$ cat src/rtl/count_sequencer_pkg.sv
// Shared types and constants for the count sequencer: FSM state encoding,
// counter width and a saturating increment helper.
package count_sequencer_pkg;

   localparam int CNT_W = 8;

   typedef enum logic [1:0] {
      IDLE = 2'd0,
      RUN  = 2'd1,
      HOLD = 2'd2,
      DONE = 2'd3
   } state_t;

   function automatic logic [CNT_W-1:0] sat_inc(input logic [CNT_W-1:0] v);
      return (v == {CNT_W{1'b1}}) ? v : v + 1'b1;
   endfunction

endpackage

$ cat src/rtl/count8_core.sv
// 8-bit count register with synchronous clear (priority) and count enable.
module count8_core
   import count_sequencer_pkg::*;
(
   input  logic             clk,
   input  logic             reset,
   input  logic             clr,
   input  logic             en,
   output logic [CNT_W-1:0] q
);

   always_ff @(posedge clk) begin
      if (!reset || clr)
         q <= '0;
      else if (en)
         q <= q + 1'b1;
   end

endmodule

$ cat src/rtl/count_sequencer.sv
// Start/stop/pause count sequencer with one-shot or auto-reload periods.
// Auto-reload is built only when COUNT_SEQUENCER_AUTO_RELOAD_EN is defined.
module count_sequencer
   import count_sequencer_pkg::*;
(
   input  logic             clk,
   input  logic             reset,
   input  logic             start,
   input  logic             stop,
   input  logic             pause,
   input  logic [CNT_W-1:0] limit,
   input  logic             reload,
   output logic [CNT_W-1:0] q,
   output logic             t,
   output logic             busy,
   output logic             done,
   output logic [CNT_W-1:0] wraps
);

   state_t           state;
   logic [CNT_W-1:0] limit_r;
   logic             reload_r;
   logic             active;
   logic             at_limit;
   logic             accept;
   logic             clr;
   logic             en;

   assign active   = (state == RUN) || (state == HOLD);
   assign at_limit = (q == limit_r);
   assign accept   = (state == IDLE) && start && !stop;

   // HOLD shares RUN's decode, so dropping pause counts on that same edge.
   assign clr = accept || (active && stop) || (active && at_limit && reload_r);
   assign en  = active && !stop && !at_limit && !pause;

   count8_core u_core (
      .clk   (clk),
      .reset (reset),
      .clr   (clr),
      .en    (en),
      .q     (q)
   );

`ifndef COUNT_SEQUENCER_AUTO_RELOAD_EN
   logic unused_reload;
   assign unused_reload = reload;
`endif

   always_ff @(posedge clk) begin
      if (!reset) begin
         state    <= IDLE;
         t        <= 1'b0;
         busy     <= 1'b0;
         done     <= 1'b0;
         wraps    <= '0;
         limit_r  <= '0;
         reload_r <= 1'b0;
      end else begin
         t    <= 1'b0;
         done <= 1'b0;
         case (state)
            IDLE: begin
               if (accept) begin
                  limit_r <= limit;
`ifdef COUNT_SEQUENCER_AUTO_RELOAD_EN
                  reload_r <= reload;
`else
                  reload_r <= 1'b0;
`endif
                  wraps <= '0;
                  busy  <= 1'b1;
                  if (limit == '0) begin
                     state <= DONE;
                     done  <= 1'b1;
                  end else begin
                     state <= RUN;
                  end
               end
            end
            RUN, HOLD: begin
               if (stop) begin
                  state <= IDLE;
                  busy  <= 1'b0;
               end else if (at_limit) begin
                  done <= 1'b1;
                  if (reload_r) begin
                     state <= RUN;
                     t     <= 1'b1;
`ifdef COUNT_SEQUENCER_AUTO_RELOAD_EN
                     wraps <= sat_inc(wraps);
`endif
                  end else begin
                     state <= DONE;
                  end
               end else if (pause) begin
                  state <= HOLD;
               end else begin
                  state <= RUN;
                  t     <= 1'b1;
               end
            end
            DONE: begin
               state <= IDLE;
               busy  <= 1'b0;
            end
            default: begin
               state <= IDLE;
               busy  <= 1'b0;
            end
         endcase
      end
   end

endmodule

$ cat config.mk
export PLATFORM = sky130hd
export DESIGN_NAME = count_sequencer
export DESIGN_NICKNAME = d
export VERILOG_FILES = /design/src/rtl/count_sequencer_pkg.sv /design/src/rtl/count8_core.sv /design/src/rtl/count_sequencer.sv
export SDC_FILE = /design/constraint.sdc
export NUM_CORES = 1
export LEC_CHECK = 0
export ABC_AREA = 1
export CAP_MARGIN = 20
export CORE_UTILIZATION = 30
export DETAILED_ROUTE_END_ITERATION = 6
export GPL_ROUTABILITY_DRIVEN = 1
export PLACE_DENSITY = 0.57
export SYNTH_ARGS = -nofsm -noshare
export SYNTH_HDL_FRONTEND = slang
export SYNTH_SLANG_ARGS = --single-unit
$ cat constraint.sdc
create_clock -name clk -period 1.68 [get_ports clk]
set_input_delay 0.168 -clock clk [delete_from_list [all_inputs] [get_ports clk]]
set_output_delay 0.168 -clock clk [all_outputs]
set_load 0.02 [all_outputs]
* After elaboration in Yosys (flattened, before gate mapping) *
Index checks and enable logic that the tools add are counted.
W data, S select, Z words.

word-level totals
  logic and storage cells = 49
  memory bits (writable) = 0
  memories = 0
  memory bits (read-only) = 0
  flip-flop bits (word level) = 21
  latch bits = 0
  input bits = 14

operators by class
  add/subtract/negate cells = 1
  bitwise logic cells = 2
  multipliers = 0
  order comparisons = 0
  reduce and logical (&&, ||, !) cells = 19
  divide/modulo/power cells = 0
  multiplexer cells = 15
  equal/unequal tests = 6
  shift operators = 0

operators with widths
  cell                   number
  $mux W2                5
  $add A8 B1 Y8 const B  1
  $eq A8 B8 Y1           1
  $logic_not A8 Y1       1
  $mux W1                7
  $logic_and A1 B1 Y1    6
  $pmux W2 S3            1
  $eq A2 B2 Y1 const B   2
  $logic_not A1 Y1       4
  $ne A2 B2 Y1 const B   2
  $reduce_and A2 Y1      2
  $reduce_or A4 Y1       1
  $logic_or A1 B1 Y1     3
  $pmux W1 S3            1
  $eq A2 B1 Y1 const B   1
  $logic_not A2 Y1       1
  $not A1 Y1             2
  $pmux W1 S2            1
  $reduce_or A2 Y1       1

* Logic depth before layout (Yosys ltp) *
  depth after elaboration = 5
  depth in mapped cells = 9
  mapped depth without buffers = 9

* Cells and area by module *
Synthesis repeated with hierarchy kept, for this count alone.

unflattened totals
  cells, all modules = 164
  area, all modules = 1,136.1 um^2

by module, submodules not included
  module           times used  area each (um^2)  cells each  sequential area each (um^2)
  count_sequencer  1           765.7             112         260.2
  count8_core      1           370.4             52          160.2

* Least setup slack after synthesis *
Ideal clock, no wire load.

  path kind = register to register
  start point = register u_core.q[1]
  end point = register u_core.q[6]
  data required time = 1,610 ps
  path slack = 296 ps
  arrival time = 1,314 ps
  buffers on the path = 0
  stages on the path, launching flop included = 7
  path through = dfxtp_1 > ha_1 > nand3_1 > nor2_1 > xor2_1 > nand3_1 > a21oi_1

between the ends
  longest elaborated chain between the ends = 4
  elaborated cells between the ends (all ways) = 5

RTL lines
  what                                                   line               source
  start: declaration                                     count8_core.sv:9   output logic [CNT_W-1:0] q
  start signal: assignment                               count8_core.sv:16  q <= q + 1'b1;
  branches (longest 4 deep; another with $add A8 B1 Y8)  n/a

Parallel ways; which one is timed is not known.
A chain may end at the register's enable or synchronous reset.

* Worst setup path in the final report *
  start point = register u_core.q[3]
  end point = output port q[3]

RTL lines
  what              line                   source
  end: declaration  count_sequencer.sv:13  output logic [CNT_W-1:0] q,

No word-level cell between the ends.

==> flow_summary_export.csv <==
group,metric,value,unit
synthesis,ys_ff_latch,21,
floorplan,die-area,4200,um^2
setup_path,crit_required,1.51,ns
clock_network,clock_sinks,21,
timing,post-route-period-util,92.4,%
timing,fmax,0.644,GHz
global_routing,grt_pass1_wl,4150,um
timing,rsz0062_at_grt,"false",
setup_path,cp_max_fo,6,
run,max-cap-violations,0,
synthesis,syn_area_per_cell,7.17,um^2
setup_path,slowest_delay,0.65,ns
floorplan,die_height,64.8,um
floorplan,core,3720,um^2
setup_path,rrSetupSlack,0.16,ns
clock_network,path_clk_slew,0.07,ns
global_routing,antenna_found_initial,0,
cells_and_area,layout_common_cells,"nand2_1, clkdlybuf4s50_1, dfxtp_1",
setup_path,timing_worst_setup_path_type,"flip-flop to output pin",
floorplan,rows,22,
global_routing,grt_overflow,0,
timing,finalSetupTns,0,ns
synthesis,yosys.cell_types.count,24,
cells_and_area,syn_to_final_growth,27.6,%
global_routing,track_usage,12.9,%
route,dr.pass1.iters,4,
global_routing,grt_start_max_net_pins,12,
power_and_ir_drop,ir_drop,527,uV
clock_network,cts_hold_buffers,0,
timing,setup_violations,0,
setup_path,crit_buf_inv,1,
synthesis,synth_warnings,0,
clock_network,ctsRootBufferMaster,"clkbuf_8",
synthesis,synth_seq_area_share,35.5,%
clock_network,cts_buffer_depth,2,
floorplan,start_util,31.9,%
route,drt_iter0_markers,62,
setup_path,cp-end-kind,"output pin",
placed_design,place_hpwl,1780,um
synthesis,netlist_instances,165,
clock_network,cts_buffers,3,
timing,post-route-min-period,1.55,ns
cells_and_area,diodes,0,
setup_path,cpLargestDelayFamily,"buffers and inverters",
setup_path,path_cells,"clkdlybuf4s50_1",
clock_network,ctsResizeCount,0,
placed_design,place.gp.congestion,0.781,
floorplan,die_w,64.8,um
timing,hold_violations,0,
route,final_antenna_net_count,0,
run_status,status,"finished, final reports clean",
setup_path,arrival,1.38,ns
global_routing,grt_pass1_vias,885,
power_and_ir_drop,power,1220,uW
clock_network,cts_tree,"built",
setup_path,slowest_stage,"clkdlybuf4s50_1",
cells_and_area,drive_gt1_share,10.3,%
min_path,hp-class,"flip-flop to flip-flop",
route,wl_per_cell,9.63,um
route,vias,1043,
clock_network,postCtsSetupRepairBufs,0,
synthesis,netlist_area,1180,um^2
cells_and_area,fin_nets,213,
clock_network,clk_latency,0.26,ns
route,wirelength,2330,um
cells_and_area,layout_commonest_cell,"nand2_1",
power_and_ir_drop,pwr_density_cell,807,nW/um^2
setup_path,startpoint_type,"flip-flop",
timing,final.setup_skew,0.00174,ns
clock_network,h-tree-depth,1,
floorplan,pin_count,33,
placed_design,port_buffers,23,
power_and_ir_drop,cellLeakagePower,0.000634,uW
route,drc_errors,0,
route,vias_per_cell,4.31,
timing,slew_violations,0,
final cells by class:
type | instances | area, um^2
timing repair buffer | 26 | 253
fill | 392 | 2210
tap | 48 | 60.1
multi-input combinational | 126 | 668
sequential | 21 | 420
inverter | 17 | 63.8
clock buffer | 4 | 45.0
routing by layer:
layer | vias to the layer above | GRT usage [%] | share of wire [%]
met5 | - | 0 | 0
met4 | 0 | 5.00 | 1.5
met3 | 4 | 3.70 | 3.9
met2 | 26 | 18.1 | 41
met1 | 444 | 18.2 | 53
li1 | 569 | - | -
cells by family (layout without fill, tap and decap cells):
kind of cell	Yosys count	after routing	synth area share [%]
DFF	21	21	35.5
and+or+nand+nor	78	79	30.9
other	1	8	0.317
buffers and inverters	26	47	10.8
xor gates and xnor gates	10	10	7.40
AOI/OAI and AO/OA	25	25	10.9
adders and majority gates	4	4	4.23
synth_stat cells:
cell type / instances / area (um^2)
a21oi_2: 1 / 8.76
o21ai_0: 5 / 25.0
clkbuf_1: 1 / 3.75
nand2_4: 2 / 22.5
nor2_2: 2 / 12.5
nand4_1: 1 / 6.26
nand2_2: 2 / 12.5
xnor2_1: 7 / 61.3
dfxtp_1: 21 / 420
nor2_1: 18 / 67.6
ha_1: 4 / 50.1
nor3_1: 3 / 15.0
buf_4: 8 / 60.1
conb_1: 1 / 3.75
inv_1: 15 / 56.3
nor2_4: 3 / 33.8
or2_2: 1 / 6.26
nand2_1: 34 / 128
nand3_1: 11 / 55.1
xor2_1: 3 / 26.3
o21ai_1: 4 / 20.0
and2_1: 1 / 6.26
a21oi_1: 15 / 75.1
inv_2: 2 / 7.51
worst paths after layout:
kind,from,end,depth (start not counted)
worst min-delay path,limit_r[5],limit_r[5],2
worst max register to register,state[0],u_core.q[3],7
worst min register to register,limit_r[5],limit_r[5],2
worst max-delay path,u_core.q[3],q[3],1
metrics by stage:
| step | instance area, um^2 | hold slack (ns) | instances | setup slack (ns) | utilization [%] |
|---|---|---|---|---|---|
| detailed placement | 1460 | 0.466 | 237 | 0.147 | 39.3 |
| global placement | 1460 | 0.460 | 237 | 0.152 | 39.3 |
| finish | 1510 | 0.481 | 242 | 0.128 | 40.6 |
| global route | 1510 | 0.509 | 242 | 0.00990 | 40.6 |
| CTS | 1500 | 0.477 | 241 | 0.110 | 40.5 |
| floorplan | 1210 | 0.291 | 172 | 0.296 | - |
where the power goes:
group | switching [uW] | total (uW) | internal (uW)
Combinational | 205 | 333 | 128
Clock | 161 | 330 | 169
Sequential | 22.8 | 555 | 533
state kept, by name (all words and copies together) (netlist names):
signal,flops
limit_r,8
state,2
done,1
t,1
busy,1
u_core.q,8
No activity file was read; power rests on OpenSTA's default activity.
==> RTL edit 1 (config.mk and constraints unchanged) <==
The 4 states of `state_t` get a one-hot encoding in 4 bits.
--- a/src/rtl/count_sequencer_pkg.sv
+++ b/src/rtl/count_sequencer_pkg.sv
@@ -6,7 +6,7 @@
 
-   typedef enum logic [1:0] {
-      IDLE = 2'd0,
-      RUN  = 2'd1,
-      HOLD = 2'd2,
-      DONE = 2'd3
+   typedef enum logic [3:0] {
+      IDLE = 4'b0001,
+      RUN  = 4'b0010,
+      HOLD = 4'b0100,
+      DONE = 4'b1000
    } state_t;
Check against the original RTL: same outputs for any inputs over 10 cycles, from zero or initial values and one cycle with reset low; not proved beyond that.
==> RTL edit 1 against the original RTL <==
- wire length grew 13%
- cell area grew 3.9%
- sequential share of layout area rose by 1.6 points
- global-route usage up 1.0 points
- power increased by 8.2%
- setup slack gained 0.0092 ns
- sequential cell count rose by 2
- area after synthesis is 3.2% higher
- critical path type unchanged
- critical endpoint is now q[6]
==> RTL edit 1: results (changes against the original RTL) <==
[clock_network]
worst_skew_pair.late_latency_ns = 0.26  ; about the same
root_buffer = clkbuf_8
numCtsBuffers = 3  ; unchanged
cts_buffer_depth = 2  ; unchanged
cts.clk_slew.worst_paths_ns = 0.08
htree_levels = 1  ; unchanged

[synth]
async_flop_share_pct = 0  ; unchanged
yosys_warnings = 0  ; unchanged
yosysSeqAreaShare_pct = 37.7  ; +2.2 points
ys.flop_type = dfxtp_1
synth_cell_types = 24  ; unchanged
synth.area.top_cells = dfxtp_1, nand2_1, nor2_1
yosys-top-cells-count = nand2_1, dfxtp_1, nor2_1

[pwr]
vdd_ir_drop_max_uv = 528  ; +0.13%
cellLeakagePower_uw = 0.000666  ; +5.1%

[global_routing]
grt_pass1_vias = 1013  ; +14%
antenna_found_initial = 0  ; unchanged
grt_pass1_wl_mm = 4.56  ; +9.8%
grt_start_max_net_pins = 14  ; +2
grt_usage_pct = 13.9  ; +1.0 points

[critical_path]
slowest_stage = clkdlybuf4s50_1
cpPeakStageDelay_ns = 0.59  ; -0.06 ns
cp_top_family = buffers and inverters
critical_path_arrival_ns = 1.37
crit_fanout = 5  ; -1

[drt]
dr.pass1.iters = 4  ; unchanged
wl_per_cell_um = 10.4  ; +8.2%
drtIter0Drc = 57  ; -8.1%
viasPerCell = 4.40  ; +2.1%

[layout]
n_antenna_cell = 0  ; unchanged
drive_gt1_share_pct = 11.8  ; +1.5 points
finalNetCount = 220  ; +3.3%
reg_top3 = limit_r x8, u_core.q x8, state x4

[placement]
hpwlAfterDp_mm = 2.05  ; +15%
portBuffers = 23  ; unchanged
place_congestion = 0.751  ; -3.9%
pre_cts_slack_ns = 0.0979  ; -0.0491 ns

[min_path]
hold_class = flip-flop to flip-flop

[status]
status = finished, final reports clean

[timing]
finalClockSkew_ns = 0.00140  ; -0.000341 ns

-- RTL edit 1: path summary, 6_finish.rpt --
path	start	end	slack, ns	cells past startpoint
setup / recovery	u_core.q[6]	q[6]	0.14	2
hold / removal	limit_r[1]	limit_r[1]	0.47	2
setup reg to reg	u_core.q[2]	u_core.q[1]	0.24	7
hold reg to reg	limit_r[1]	limit_r[1]	0.47	2
-- RTL edit 1: layer usage --
metal  up-vias  wire length [um]  GRT usage, %
met1       488              1350          19.2
met2        24              1140          21.3
met5         -                 0             0
met3         2               113          3.62
li1        595                 -             -
met4         0                26          3.26
-- RTL edit 1: cell type report --
class	count	area (um2)
multi-input cells	127	641
repair buffers	31	290
flip-flops and latches	23	462
well taps	48	60.1
inverters	19	71.3
fillers	382	2200
clock buffers	4	45.0
-- RTL edit 1: worst min-delay path: cells and delay by family, from the launching register on --
kind,cells,cell delay [ns]
flip-flops,1,0.31
AO/OA/AOI/OAI,1,0.06
buffers and inverters,1,0.06
-- RTL edit 1: repair_timing --
item,CTS,global route
hold endpoints to repair,0,0
setup buffers,0,0
resized for setup,0,1
endpoints found under the setup margin,0,1
-- RTL edit 1: logic make-up after synthesis --
kind of cell | share of synthesized area, %
and+or+nand+nor | 30.3
buffers and inverters | 12.0
AOI/OAI and AO/OA | 12.2
DFF | 37.7
xor gates and xnor gates | 6.46
adders and majority gates | 1.02
other | 0.307
-- RTL edit 1: through the flow --
| stage | area [um2] | util, % | cells | total power (uW) | hold WS, ns |
|---|---|---|---|---|---|
| 4_1_cts | 1570 | 41.6 | 252 | 1340 | 0.478 |
| 6_report | 1570 | 41.6 | 252 | 1320 | 0.473 |
| 3_3_place_gp | 1520 | 40.4 | 248 | 990 | 0.457 |
| 2_1_floorplan | 1250 | - | 179 | 893 | 0.303 |
| 5_1_grt | 1570 | 41.6 | 252 | 1410 | 0.503 |
| 3_5_place_dp | 1520 | 40.4 | 248 | 991 | 0.466 |
-- RTL edit 1: power by group --
part           switching (uW)  leakage, uW  total [uW]  internal [uW]
Combinational             225     0.000456         365            140
Clock                     172    0.0000228         341            169
Sequential               23.2     0.000188         612            589
Total                     420     0.000666        1320            899
==> RTL edit 2 (same flow settings) <==
Without the edit above. The package constant `CNT_W` goes from 8 to 7.
--- a/src/rtl/count_sequencer_pkg.sv
+++ b/src/rtl/count_sequencer_pkg.sv
@@ -4,3 +4,3 @@
 
-   localparam int CNT_W = 8;
+   localparam int CNT_W = 7;
 
Interface: changed (resized limit, q and wraps); port bits go from 33 to 30. No check against the original RTL was run, so the function may have changed too.
==> RTL edit 2 against the original RTL <==
- critical path type unchanged
- clock skew rose by 0.0015 ns
- die area down 6.2%
- cell area down 6.5%
- non-clock buffer count decreased by 1
- area after synthesis fell by 6.4%
- sequential cell count is 2 lower
- wire length decreased by 4.2%
- power is 27% higher
- global-route usage down 0.28 points
- largest cell class unchanged
- count of clock-buffer cells in the layout unchanged
- core utilization increased by 0.40 points
- sequential share of layout area shrank 0.91 points
- setup slack got worse by 0.0016 ns
==> RTL edit 2: results (changes against the original RTL) <==
[clock_network]
post_cts_buffers = 0  ; unchanged
cts.clk_slew.worst_paths_ns = 0.07  ; about the same
htree_levels = 1  ; unchanged
cts_buffer_depth = 2  ; unchanged
numCtsBuffers = 3  ; unchanged
root_buffer = clkbuf_8
worst_skew_pair.late_latency_ns = 0.25
cts_resized = 0  ; unchanged

[critical_path]
critical_path_arrival_ns = 1.39
r2r_slack_ns = 0.20  ; +0.04 ns
cp_top_family = buffers and inverters
cpPeakStageDelay_ns = 0.66
crit_fanout = 7  ; +1
slowest_stage = clkdlybuf4s50_1

[drt]
vias = 1042  ; -0.096%
viasPerCell = 4.38  ; +1.6%
dr.pass1.iters = 4  ; unchanged
wl_per_cell_um = 9.38  ; -2.6%
drtIter0Drc = 43  ; -31%

[min_path]
hold_class = flip-flop to flip-flop

[layout]
finalNetCount = 210  ; -1.4%
fillCellCount = 372  ; -5.1%
drive_gt1_share_pct = 7.29  ; -3.0 points
reg_top3 = limit_r x7, u_core.q x7, state x2
n_antenna_cell = 0  ; unchanged

[placement]
place_congestion = 0.839  ; +7.4%
hpwlAfterDp_mm = 1.85  ; +3.5%
dp.cells = 234  ; -1.3%
portBuffers = 21  ; -8.7%
place_area_mm2 = 0.00137  ; -6.3%

[synth]
yosysMostFrequentCell = nand2_1
yosys_warnings = 0  ; unchanged
synth_area_per_cell_um2 = 6.67  ; -7.0%
synth_xor_area_share_pct = 4.75  ; -2.7 points
synth_compound_area_share_pct = 13.2  ; +2.3 points
synth.area.top_cells = dfxtp_1, nand2_1, inv_1
async_flop_share_pct = 0  ; unchanged
synth_cell_types = 22  ; -8.3%
synth_fa_ha_area_share_pct = 4.52  ; +0.29 points
ys.flop_type = dfxtp_1
yosysSeqAreaShare_pct = 34.4  ; -1.2 points
yosys-top-cells-count = nand2_1, inv_1, dfxtp_1
muxShareOfSynthArea_pct = 0  ; unchanged

[timing]
final_max_slew_viol_count = 0  ; unchanged
hold_violations = 0  ; unchanged
whs_ns = 0.467  ; -0.0139 ns
finalClockSkew_ns = 0.00324  ; +0.00150 ns

[pwr]
vdd_ir_drop_max_uv = 568  ; +7.6%
cellLeakagePower_uw = 0.000618  ; -2.5%

[global_routing]
grt_pass1_wl_mm = 3.90  ; -6.1%
grt_start_max_net_pins = 11  ; -1
antenna_found_initial = 0  ; unchanged
grt_pass1_vias = 905  ; +2.3%
grt_usage_pct = 12.6  ; -0.28 points

[status]
status = finished, final reports clean

==> RTL edit 2: cell count changes in the layout (fill, tap and decap cells not counted), sizes merged, moves of 2 or more <==
cell | unedited run | this run
nor3 | 3 | 0
nand2 | 38 | 43
nor2 | 24 | 21
inv | 17 | 23
xnor2 | 7 | 1
xor2 | 3 | 5
clkdlybuf4s50 | 23 | 21
dfxtp | 21 | 19
==> RTL edit 2: kinds of logic after synthesis <==
kind of cell    Yosys count
simple gates             78
buf+inv                  32
compound gates           26
flops                    19
xor+xnor                  6
fa+ha+maj                 4
other cells               1
==> RTL edit 2: worst paths after layout <==
| path | start | end | cells after the start |
|---|---|---|---|
| worst max-delay path | u_core.q[0] | q[0] | 1 |
| worst max register to register | state[0] | u_core.q[0] | 9 |
| worst min-delay path | limit_r[1] | limit_r[1] | 2 |
| worst min register to register | limit_r[1] | limit_r[1] | 2 |
==> RTL edit 2: per-stage QoR <==
step	utilization [%]	worst slack (ns)
6_report	41.0	0.127
5_1_grt	41.0	0.0400
4_1_cts	41.0	0.109
3_5_place_dp	39.7	0.203
3_3_place_gp	39.7	0.238
2_1_floorplan	-	0.199
==> RTL edit 2: worst min-delay path, delay by kind of cell, from the launching register on <==
| kind | cells | cell delay (ns) |
|---|---|---|
| flops | 1 | 0.31 |
| buf+inv | 1 | 0.06 |
| compound gates | 1 | 0.06 |
==> RTL edit 2: power breakdown <==
part           internal (uW)  switching [uW]
sequential               522            52.7
clock                    168             147
combinational            252             405
total                    942             605
==> RTL edit 2: per-layer routing <==
metal  GRT usage (%)  wire length (um)  vias up
met3            4.38               119        2
met1            16.6              1090      456
li1                -                 -      556
met4            1.74                13        0
met5               0                 0        -
met2            20.1              1010       28
==> RTL edit 2: final cells by class <==
| cell class | count | area share (%) |
|---|---|---|
| Clock buffer | 4 | 3.19 |
| Inverter | 23 | 6.11 |
| Timing Repair Buffer | 25 | 17.0 |
| Tap cell | 46 | 4.07 |
| Sequential cell | 19 | 26.9 |
| Multi-Input combinational cell | 121 | 42.7 |
